==> src/rtl/i2c_pkg.sv <==
// Shared types for the I2C register arbiter: FSM states, access owner and
// the latched request that travels with an in-flight memory access.
package i2c_pkg;
  localparam int REG_ADDR_W = 8;
  localparam int REG_DATA_W = 8;

  typedef enum logic [2:0] {IDLE, ISSUE_WR, ISSUE_RD, WAIT_RD, PRESENT, RECOVER} arb_state_t;
  typedef enum logic {OWN_I2C, OWN_HOST} owner_t;

  typedef struct packed {
    owner_t                owner;
    logic                  is_rd;
    logic [REG_ADDR_W-1:0] addr;
    logic [REG_DATA_W-1:0] wdata;
  } arb_req_t;
endpackage

==> src/rtl/i2c_reg_grant.sv <==
// Priority between the I2C handshake and the host, with a starvation counter
// that forces the host in once HOST_MAX_WAIT I2C grants have gone by.
module i2c_reg_grant import i2c_pkg::*; #(
  parameter int HOST_MAX_WAIT = 4
) (
  input  logic   sys_clk,
  input  logic   rst_n,
  input  logic   arb_en,
  input  logic   i2c_rd,
  input  logic   i2c_wr,
  input  logic   host_req,
  input  logic   host_we,
  output logic   grant,
  output owner_t owner,
  output logic   is_rd
);
  localparam int CNT_W = $clog2(HOST_MAX_WAIT + 1);
  localparam logic [CNT_W-1:0] CNT_MAX = CNT_W'(HOST_MAX_WAIT);

  logic [CNT_W-1:0] starve_cnt;
  logic             i2c_req, force_host, pick_i2c, pick_host;

  always_comb begin
    i2c_req    = i2c_rd | i2c_wr;
    force_host = host_req && (starve_cnt == CNT_MAX);
    pick_i2c   = i2c_req && !force_host;
    pick_host  = !pick_i2c && host_req;
    grant      = arb_en && (pick_i2c || pick_host);
    owner      = pick_i2c ? OWN_I2C : OWN_HOST;
    // read wins when the I2C side raises both
    is_rd      = pick_i2c ? i2c_rd : !host_we;
  end

  always_ff @(posedge sys_clk) begin
    if (!rst_n || !host_req)
      starve_cnt <= '0;
    else if (arb_en && pick_host)
      starve_cnt <= '0;
    else if (arb_en && pick_i2c && starve_cnt != CNT_MAX)
      starve_cnt <= starve_cnt + 1'b1;
  end
endmodule

==> src/rtl/i2c_reg_arbiter.sv <==
// Shares one single-port register memory between the I2C peripheral and a
// local host; each access runs grant -> issue -> (read wait) -> return.
module i2c_reg_arbiter import i2c_pkg::*; #(
  parameter int MEM_READ_LATENCY = 1,
  parameter int HOST_MAX_WAIT    = 4
) (
  input  logic                  i_sys_clk,
  input  logic                  i_rst_n,
  input  logic [REG_ADDR_W-1:0] i_i2c_reg_addr,
  input  logic                  i_i2c_read_enable,
  output logic [REG_DATA_W-1:0] o_i2c_read_data,
  output logic                  o_i2c_read_valid,
  input  logic                  i_i2c_read_ack,
  input  logic [REG_DATA_W-1:0] i_i2c_write_data,
  input  logic                  i_i2c_write_valid,
  output logic                  o_i2c_write_ack,
  input  logic                  i_host_req,
  input  logic                  i_host_we,
  input  logic [REG_ADDR_W-1:0] i_host_addr,
  input  logic [REG_DATA_W-1:0] i_host_wdata,
  output logic [REG_DATA_W-1:0] o_host_rdata,
  output logic                  o_host_done,
  output logic                  o_mem_en,
  output logic                  o_mem_we,
  output logic [REG_ADDR_W-1:0] o_mem_addr,
  output logic [REG_DATA_W-1:0] o_mem_wdata,
  input  logic [REG_DATA_W-1:0] i_mem_rdata
);
  arb_state_t            state, state_nxt;
  arb_req_t              req_q;
  logic [1:0]            wait_cnt;
  logic [REG_DATA_W-1:0] i2c_rdata_q, host_rdata_q;
  logic                  host_rd_done_q;
  logic                  grant, g_is_rd, rd_capture;
  owner_t                g_owner;

  i2c_reg_grant #(.HOST_MAX_WAIT(HOST_MAX_WAIT)) u_grant (
    .sys_clk  (i_sys_clk),
    .rst_n    (i_rst_n),
    .arb_en   (state == IDLE),
    .i2c_rd   (i_i2c_read_enable),
    .i2c_wr   (i_i2c_write_valid),
    .host_req (i_host_req),
    .host_we  (i_host_we),
    .grant    (grant),
    .owner    (g_owner),
    .is_rd    (g_is_rd)
  );

  assign rd_capture = (state == WAIT_RD) && (wait_cnt == 2'd0);

  always_comb begin
    state_nxt = state;
    unique case (state)
      IDLE:     if (grant) state_nxt = g_is_rd ? ISSUE_RD : ISSUE_WR;
      ISSUE_WR: state_nxt = RECOVER;
      ISSUE_RD: state_nxt = WAIT_RD;
      WAIT_RD:  if (rd_capture) state_nxt = (req_q.owner == OWN_I2C) ? PRESENT : RECOVER;
      // a dropped read_enable is a STOP/START abort: leave without an ack
      PRESENT:  if (!i_i2c_read_enable || i_i2c_read_ack) state_nxt = RECOVER;
      RECOVER:  state_nxt = IDLE;
      default:  state_nxt = IDLE;
    endcase
  end

  always_ff @(posedge i_sys_clk) begin
    if (!i_rst_n) begin
      state          <= IDLE;
      req_q          <= '0;
      wait_cnt       <= '0;
      i2c_rdata_q    <= '0;
      host_rdata_q   <= '0;
      host_rd_done_q <= 1'b0;
    end else begin
      state          <= state_nxt;
      host_rd_done_q <= 1'b0;
      if (state == IDLE && grant) begin
        req_q.owner <= g_owner;
        req_q.is_rd <= g_is_rd;
        req_q.addr  <= (g_owner == OWN_I2C) ? i_i2c_reg_addr : i_host_addr;
        req_q.wdata <= (g_owner == OWN_I2C) ? i_i2c_write_data : i_host_wdata;
      end
      if (state == ISSUE_RD)
        wait_cnt <= 2'(MEM_READ_LATENCY - 1);
      else if (state == WAIT_RD && wait_cnt != 2'd0)
        wait_cnt <= wait_cnt - 2'd1;
      if (rd_capture) begin
        if (req_q.owner == OWN_I2C) begin
          i2c_rdata_q <= i_mem_rdata;
        end else begin
          host_rdata_q   <= i_mem_rdata;
          host_rd_done_q <= 1'b1;
        end
      end
    end
  end

  always_comb begin
    o_mem_en         = (state == ISSUE_WR) || (state == ISSUE_RD);
    o_mem_we         = (state == ISSUE_WR);
    o_mem_addr       = o_mem_en ? req_q.addr : '0;
    o_mem_wdata      = o_mem_we ? req_q.wdata : '0;
    o_i2c_write_ack  = (state == ISSUE_WR) && (req_q.owner == OWN_I2C);
    o_host_done      = ((state == ISSUE_WR) && (req_q.owner == OWN_HOST)) || host_rd_done_q;
    o_i2c_read_valid = (state == PRESENT);
    o_i2c_read_data  = i2c_rdata_q;
    o_host_rdata     = host_rdata_q;
  end
endmodule

==> config.mk <==
export PLATFORM = sky130hd
export DESIGN_NAME = i2c_reg_arbiter
export DESIGN_NICKNAME = d
export VERILOG_FILES = /design/src/rtl/i2c_pkg.sv /design/src/rtl/i2c_reg_grant.sv /design/src/rtl/i2c_reg_arbiter.sv
export SDC_FILE = /design/constraint.sdc
export NUM_CORES = 1
export LEC_CHECK = 0
export BUFFER_PORTS_ARGS = -buffer_cell sky130_fd_sc_hd__buf_2
export CAP_MARGIN = 5
export CORE_ASPECT_RATIO = 2
export CORE_UTILIZATION = 40
export CTS_CLUSTER_DIAMETER = 150
export DETAILED_ROUTE_END_ITERATION = 8
export PLACE_DENSITY_LB_ADDON = 0.05
export REMOVE_ABC_BUFFERS = 1
export SLEW_MARGIN = 30
export SYNTH_ARGS = -nofsm -noshare
export SYNTH_HDL_FRONTEND = slang
export SYNTH_HIERARCHICAL = 1
export SYNTH_SLANG_ARGS = --single-unit
==> constraint.sdc <==
create_clock -name i_sys_clk -period 2.55 [get_ports i_sys_clk]
set_clock_uncertainty 0.15 [all_clocks]
set_input_delay 0.1275 -clock i_sys_clk [delete_from_list [all_inputs] [get_ports i_sys_clk]]
set_output_delay 0.1275 -clock i_sys_clk [all_outputs]
set_load 0.1 [all_outputs]
# Word-level counts from Yosys, hierarchy flattened
# Index checks and enable logic that the tools add are counted.
# word_totals
ff_bits	42
input_bits	47
output_inout_bits	37
# op_classes
n_addsub	2
n_eq_ne	9
n_mux	13
n_bitwise	3
n_reduce_logical	32
# ops
operator	count
8-bit 2-to-1 mux	4
3-bit case mux with 5 select lines	1
1-bit logical AND	12
3-bit 2-to-1 mux	3
3-bit by 2-bit == test with 1-bit output, second input constant	2
3-bit == test, second input constant	2
1-bit zero test	6
2-bit AND reduction	3
1-bit logical OR	5
1-bit 2-to-1 mux	4
2-bit != test, second input constant	2
2-bit OR reduction	2
3-bit by 1-bit adder with 3-bit output, second input constant	1
3-bit by 1-bit == test with 1-bit output, second input constant	1
3-bit zero test	1
3-bit != test, second input constant	1
3-bit AND reduction	1
2-bit zero test	1
2-bit 2-to-1 mux	1
2-bit by 1-bit != test with 1-bit output, second input constant	1
1-bit inverter	2
2-bit nonzero test	1
2-bit by 1-bit subtractor with 2-bit output, second input constant	1
1-bit bitwise OR	1

# Logic depth before layout (Yosys ltp)
# Gate-level depths: netlist (run 1).
# logic_depth
depth_word	10
depth_mapped	8

# By module
# The synthesis (run 1) kept the hierarchy.
# by_module_without_submodules
mod	n_inst	cells_per_inst	area_each_um2	seq_area_each_um2
i2c_reg_arbiter	1	221	1993.2	780.7
i2c_reg_grant	1	27	230.2	60.1

# Worst setup path before layout (run 1)
# Ideal clock, no wire load.
# synth_timing
kind	register -> register
from	register state[0]
to	register state[1]
setup_time_ns	0.118
arrival_time_ns	3.176
slack_ns	-0.894
path_stages_with_launch	5
n_path_buf	1
synth_period_minus_slack_ns	3.444
cell_sequence	dfxtp_1 > buf_4 > nor3b_1 > a31oi_1 > o22a_1
# synth_between
elab_cells_between_ends	12
classes_between	7 x eq/ne; 1 x mux; 4 x reduce/logical
# synth_lines
item	line	rtl
start, declared	i2c_reg_arbiter.sv:29	arb_state_t state, state_nxt;
start signal, assigned	i2c_reg_arbiter.sv:75	state <= state_nxt;
3-bit == test *	n/a	
named net o_i2c_read_valid	i2c_reg_arbiter.sv:12	output logic o_i2c_read_valid,
2-bit by 1-bit != test with 1-bit output (no source line)	n/a	
3-bit AND reduction (no source line)	n/a	
# Mark *: on every way through the listed nets, which the timed path passes. The rest lies on a longest branch.
# A chain may end at the register's enable or synchronous reset.

# Final worst setup path (run 1)
# layout_timing
from	register state[0]
to	output o_mem_addr[0]
# layout_between
elab_chain_cells	3
elab_cells_between_ends	4
classes_between	2 x eq/ne; 1 x mux; 1 x reduce/logical
# layout_lines
item	line	rtl
3-bit by 1-bit == test with 1-bit output or 3-bit by 2-bit == test with 1-bit output (tied branches)	i2c_reg_arbiter.sv:99	o_mem_en = (state == ISSUE_WR) || (state == ISSUE_RD);
1-bit logical OR *	i2c_reg_arbiter.sv:99	
8-bit 2-to-1 mux *	i2c_reg_arbiter.sv:101	o_mem_addr = o_mem_en ? req_q.addr : '0;
end, declared	i2c_reg_arbiter.sv:25	output logic [REG_ADDR_W-1:0] o_mem_addr,
# Mark *: on every way between the ends. The rest lies on a longest branch, timed or not.

==> flow_summary_export.csv, run 1 <==
group,metric,value,unit
clock_network,cts_setup_buffers,0,
synth,synth_xor_area_share,0.788,%
pwr,ir_drop,0.873,mV
grt,antenna_found_initial,0,
synth,synth.largest_area_cell,"dfxtp_1",
routing,drt_wl_total,5.66,mm
sta,fin_crit,2230,ps
worst_setup_path,crit_type,"reg2out",
clock_network,clock_latency,290,ps
sta,rsz0062_at_grt,"false",
clock_network,cts_root_buffer,"clkbuf_8",
worst_setup_path,r2r_cells,6,
sta,hold_violations,0,
grt,first_global_vias,1992,
synth,synth_edf_count,0,
worst_setup_path,r2r_slack,560,ps
synth,syn_inst,248,
cells_and_area,diodes,0,
sta,slew_headroom,55.5,%
synth,ys_seq_elements,42,
worst_setup_path,crit_arrival,1950,ps
cells_and_area,nets,387,
synth,synth_top_family_by_area,"compound AO/OA/AOI/OAI gates",
synth,synth_top_area_share,37.8,%
pwr,power_leakage,1.28,nW
floorplan,die_area,5880,um2
routing,routed-wl-met2,3.24,mm
floorplan,ios,84,
placement,place_inst,381,
placement,place_ws,580,ps
synth,synth_area_leaders,"dfxtp_1 38%, a211oi_2 8.4%, mux2i_1 7.7%",
floorplan,die_y,107,um
routing,met1Wirelength,2.11,mm
sta,slew_viol_final,0,
placement,place_congestion,0.712,
routing,post-route-drc-count,0,
synth,yosysWarnings,6,
synth,synth_simple_gate_area_share,20.9,%
synth,postSynth.asyncResetShare,0,%
synth,ys_seq_area_share,37.8,%
grt,grt_max_degree,28,
clock_network,cts_max_path_buffers,2,
routing,top_layer,"met4",
sta,whs,33.7,ps
clock_network,cts_buffers,5,
synth,ys.flop_type,"dfxtp_1",
worst_setup_path,critPathRequiredTime,2270,ps
routing,ant_nets,0,
floorplan,initial_core_util,41.4,%
synth,postSynthAreaPerCell,8.97,um2
placement,port_buffers,83,
worst_hold_path,worstHoldPathCells,3,
routing,dr.first_iter.drc_count,43,
routing,vias,2105,
synth,yosys.area_share.adder,1.69,%
sta,fmax,0.449,GHz
synth,synth_cell_type_count,41,
sta,setup_viol,0,
worst_hold_path,hp-class,"in2reg",
grt,grt_pass1_wl,8.87,mm
floorplan,chipWidth,54.7,um
sta,timing.final.crit_share,87.3,%
worst_setup_path,setup.worst_path.end_class,"primary output",
worst_hold_path,hp-start,"i_i2c_reg_addr[0]",
clock_network,htree_levels,2,
floorplan,rows,38,
worst_setup_path,cp_max_fo,17,
worst_setup_path,rr_startpoint,"state[1]",
grt,track_usage,20.5,%
sta,tightest_slew,666,ps
worst_setup_path,r2r_end,"req_q[17]",
synth,synth_compound_area_share,24.1,%
routing,routedWlPerCell,14.2,um
clock_network,cts_tree,"done",
routing,vias_per_cell,5.29,
routing,met3_length,265,um
pwr,p_total,3.46,mW
synth,synth.area.mux_share,7.65,%
sta,setup_ws,324,ps
worst_hold_path,holdPathEnd,"req_q[8]",
grt,grt-ovfl-total,0,
worst_setup_path,startpoint_type,"flip-flop",
clock_network,clkTransAtPathRegs,90,ps
cells_and_area,drive_gt1_share,37.0,%
cells_and_area,fin_cells,398,
run,maxCapViolations,0,
pwr,powerDensity,1130,nW/um2
cells_and_area,area_growth,38.5,%
synth,netlist_top_cells_count,"42 x dfxtp_1, 22 x o21ai_0, 20 x nor2_1, 19 x a21oi_1, 18 x and2_1",
placement,dpl.hpwl,4.15,mm
run_status,status,"finished clean",
clock_network,cts_resized,0,
clock_network,clock-sinks,42,
synth,post-synth-top-count-cell,"dfxtp_1",
synth,netlist_area,2220,um2
routing,first_pass_iters,4,
floorplan,core,5370,um2
## worst max path at each step
| stage | startpoint | end | slack [ps] |
|---|---|---|---|
| final | state[0] | o_mem_addr[0] | 320 |
| after detailed placement | state[0] | req_q[17] | 580 |
| after CTS | state[0] | o_mem_addr[2] | 300 |
| after floorplan | state[0] | o_i2c_write_ack | -1960 |
| after global routing | state[1] | o_mem_addr[5] | 170 |
| after global placement | state[0] | o_mem_addr[2] | 610 |
## logic make-up after synthesis
kind of cell,Yosys count
compound gates,74
xor+xnor,2
fa+ha+maj,3
buf+inv,29
flops,42
mux,17
simple gates,81
## critical path, cell delays in order (launching register included)
cell and delay [ps]:
dfxtp_1 360, buf_4 230, xnor2_1 80, nor2_1 370, and2_1 200, buf_2 420
## layout by cell type (no fill, tap or decap), types with 2 or more instances in the layout
master	count
buf_2	72
dfxtp_1	42
o21ai_0	22
nor2_1	20
a21oi_1	19
and2_1	18
mux2i_1	17
nand3_1	17
a211oi_2	15
buf_12	12
buf_4	11
dlygate4sd3_1	9
inv_1	7
nand2_1	6
a211oi_1	6
clkbuf_8	5
nand3b_1	3
o21a_1	3
ha_1	3
nor3_1	2
nor3b_1	2
xnor2_1	2
a21o_1	2
nand2b_1	2
or2_2	2
bufinv_16	2
## layout make-up
cell class	instances	area [um2]
Clock buffer	5	68.8
Tap cell	60	75.1
Inverter	7	26.3
Sequential cell	42	841
Timing Repair Buffer	104	773
Fill cell	504	2290
Clock inverter	3	68.8
Multi-Input combinational cell	177	1230
## sequential cells by signal, indices dropped and copies added, names as in the netlist
register	count
req_q	17
o_host_rdata	8
o_i2c_read_data	8
state	3
u_grant/starve_cnt	3
wait_cnt	2
host_rd_done_q	1
## report_power, final
| part | internal, mW | switching [mW] |
|---|---|---|
| Combinational | 0.624 | 1.31 |
| Sequential | 0.822 | 0.0752 |
| Clock | 0.392 | 0.236 |
| Total | 1.84 | 1.63 |
## routing by layer
layer / vias to the layer above / GRT usage (%)
met2: 63 / 39.1
li1: 1060 / -
met5: - / 0
met4: 0 / 5.49
met3: 4 / 4.10
met1: 978 / 20.5
## through the flow
step	setup TNS [ps]	utilization [%]	area (um2)
2_1_floorplan	-31600	-	2090
3_3_place_gp	0	53.1	2850
3_5_place_dp	0	53.1	2850
4_1_cts	0	57.3	3080
5_1_grt	0	57.3	3080
6_report	0	57.3	3080
## timing repair
action / in CTS / in global routing
hold buffers: 9 / 0
hold endpoints to repair: 18 / 0
setup endpoints to repair: 0 / 0
No activity file was read; power rests on OpenSTA's default activity.
==> run 2, diff against run 1 <==
Settings changed: PLACE_DENSITY from default to 0.79, PLACE_DENSITY_LB_ADDON 0.05 to default.
Clock period 2.55 ns to 2.5 ns, I/O delays scaled along.
==> run 2 against run 1 <==
Power rose by 1.2%. Global-route usage about the same. Via count is 0.29% higher. Wire length increased by 0.16%. Critical endpoint is now o_mem_addr[3].
==> flow_summary_export.csv, run 2 (synthesis results as in run 1) <==
group,metric,value,unit
run_status,status,"finished clean",
floorplan,core,5370,um2
pwr,powerDensity,1150,nW/um2
cells_and_area,nets,383,
worst_hold_path,hp-class,"in2reg",
worst_setup_path,cp_max_fo,17,
routing,routedWlPerCell,14.4,um
floorplan,die_y,107,um
clock_network,clock-sinks,42,
pwr,p_seq_share,26.2,%
sta,tightest_slew,721,ps
clock_network,clkTransAtPathRegs,80,ps
routing,post-route-drc-count,0,
grt,antenna_found_initial,0,
sta,slew_viol_final,0,
clock_network,cts_buffers,5,
cells_and_area,area_growth,37.7,%
worst_setup_path,path_cells,"buf_4 > xnor2_1 > nor2_1 > and2_1 > buf_2",
clock_network,clock_latency,300,ps
clock_network,cts_tree,"done",
floorplan,ios,84,
sta,fmax,0.460,GHz
sta,rsz0062_at_grt,"false",
cells_and_area,largest_register_ffs,17,
routing,vias,2111,
worst_setup_path,max_stage_delay,420,ps
placement,dpl_cell_area,2830,um2
floorplan,rows,38,
clock_network,cts_max_path_buffers,2,
cells_and_area,final_area,3060,um2
sta,whs,28.9,ps
grt,track_usage,20.5,%
grt,grt-ovfl-total,0,
cells_and_area,final_common_cell,"buf_2",
worst_setup_path,cp_top_family,"buffers and inverters",
pwr,power.share.clock,18.4,%
cells_and_area,drive_gt1_share,36.2,%
worst_setup_path,worst_path_max_delay_cell,"buf_2",
routing,dr.first_iter.drc_count,33,
cells_and_area,final_cell_mix,"72 x buf_2, 42 x dfxtp_1, 22 x o21ai_0",
routing,first_pass_iters,8,
floorplan,chipWidth,54.7,um
sta,setup_viol,0,
worst_setup_path,cp.buffers_inverters,2,
cells_and_area,top_register,"req_q",
grt,grt_max_degree,34,
worst_setup_path,crit_type,"reg2out",
worst_setup_path,setup.worst_path.end_class,"primary output",
sta,slew_headroom,51.9,%
pwr,combPwrFrac,55.4,%
clock_network,htree_levels,2,
floorplan,initial_core_util,41.4,%
sta,hold_violations,0,
routing,drt_wl_total,5.66,mm
routing,ant_nets,0,
pwr,sw_frac_of_total,47.0,%
floorplan,die_area,5880,um2
placement,port_buffers,83,
pwr,p_total,3.51,mW
placement,place_inst,377,
cells_and_area,post-route-util,57.0,%
grt,grt_pass1_wl,8.78,mm
sta,timing.final.crit_share,86.9,%
clock_network,cts_resized,0,
run,maxCapViolations,0,
sta,tns,0,ps
sta,fin_crit,2170,ps
pwr,switching_power,1.65,mW
placement,place_ws,522,ps
pwr,power.internal,1.86,mW
worst_setup_path,crit_arrival,1900,ps
routing,vias_per_cell,5.36,
placement,dpl.hpwl,4.28,mm
cells_and_area,diodes,0,
worst_setup_path,startpoint_type,"flip-flop",
pwr,ir_drop,1.17,mV
sta,setup_ws,328,ps
cells_and_area,fin_cells,394,
grt,first_global_vias,2007,
worst_setup_path,critPathRequiredTime,2230,ps
clock_network,cts_root_buffer,"clkbuf_8",
placement,place_congestion,0.804,
pwr,power_leakage,1.27,nW
==> run 2: cell types whose count changed in the layout (fill, tap and decap cells not counted) <==
cell | before | now
buf_4 | 11 | 6
buf_12 | 12 | 13
==> run 2: timing repair <==
action,in CTS,in global routing
setup buffers,0,0
hold buffers,9,0
hold endpoints to repair,18,0
==> run 2: power by group through the flow <==
stage          clock, mW  combinational [mW]  sequential, mW
5_1_grt            0.690                2.07           0.936
3_5_place_dp           0                1.94           0.932
2_1_floorplan          0                1.30            1.07
6_report           0.645                1.94           0.917
4_1_cts            0.660                1.96           0.917
3_3_place_gp           0                1.90           0.923
==> run 2: final timing paths <==
kind / startpoint / cells after the start / to / slack [ps]
max: state[1] / 5 / o_mem_addr[3] / 330
min: i_host_req / 3 / u_grant/starve_cnt[0] / 30
max reg2reg: state[1] / 6 / req_q[17] / 500
min reg2reg: o_host_rdata[2] / 2 / o_host_rdata[2] / 330
==> run 2: metal layers <==
metal | up-vias | GRT usage, % | wire length, um
met2 | 61 | 38.3 | 3320
met5 | - | 0 | 0
met4 | 0 | 10.3 | 173
met3 | 15 | 2.97 | 202
met1 | 978 | 19.8 | 1970
li1 | 1057 | - | -
==> run 2: worst min-delay path, cell delays in order <==
cell and delay [ps]:
buf_2 120, nand2_1 130, a211oi_2 60
==> run 2: cell type report <==
type / count / area, um2
fill: 516 / 2310
multi-input combinational: 177 / 1230
sequential: 42 / 841
timing repair buffer: 100 / 756
tap: 60 / 75.1
clock buffer: 5 / 68.8
clock inverter: 3 / 68.8
inverter: 7 / 26.3
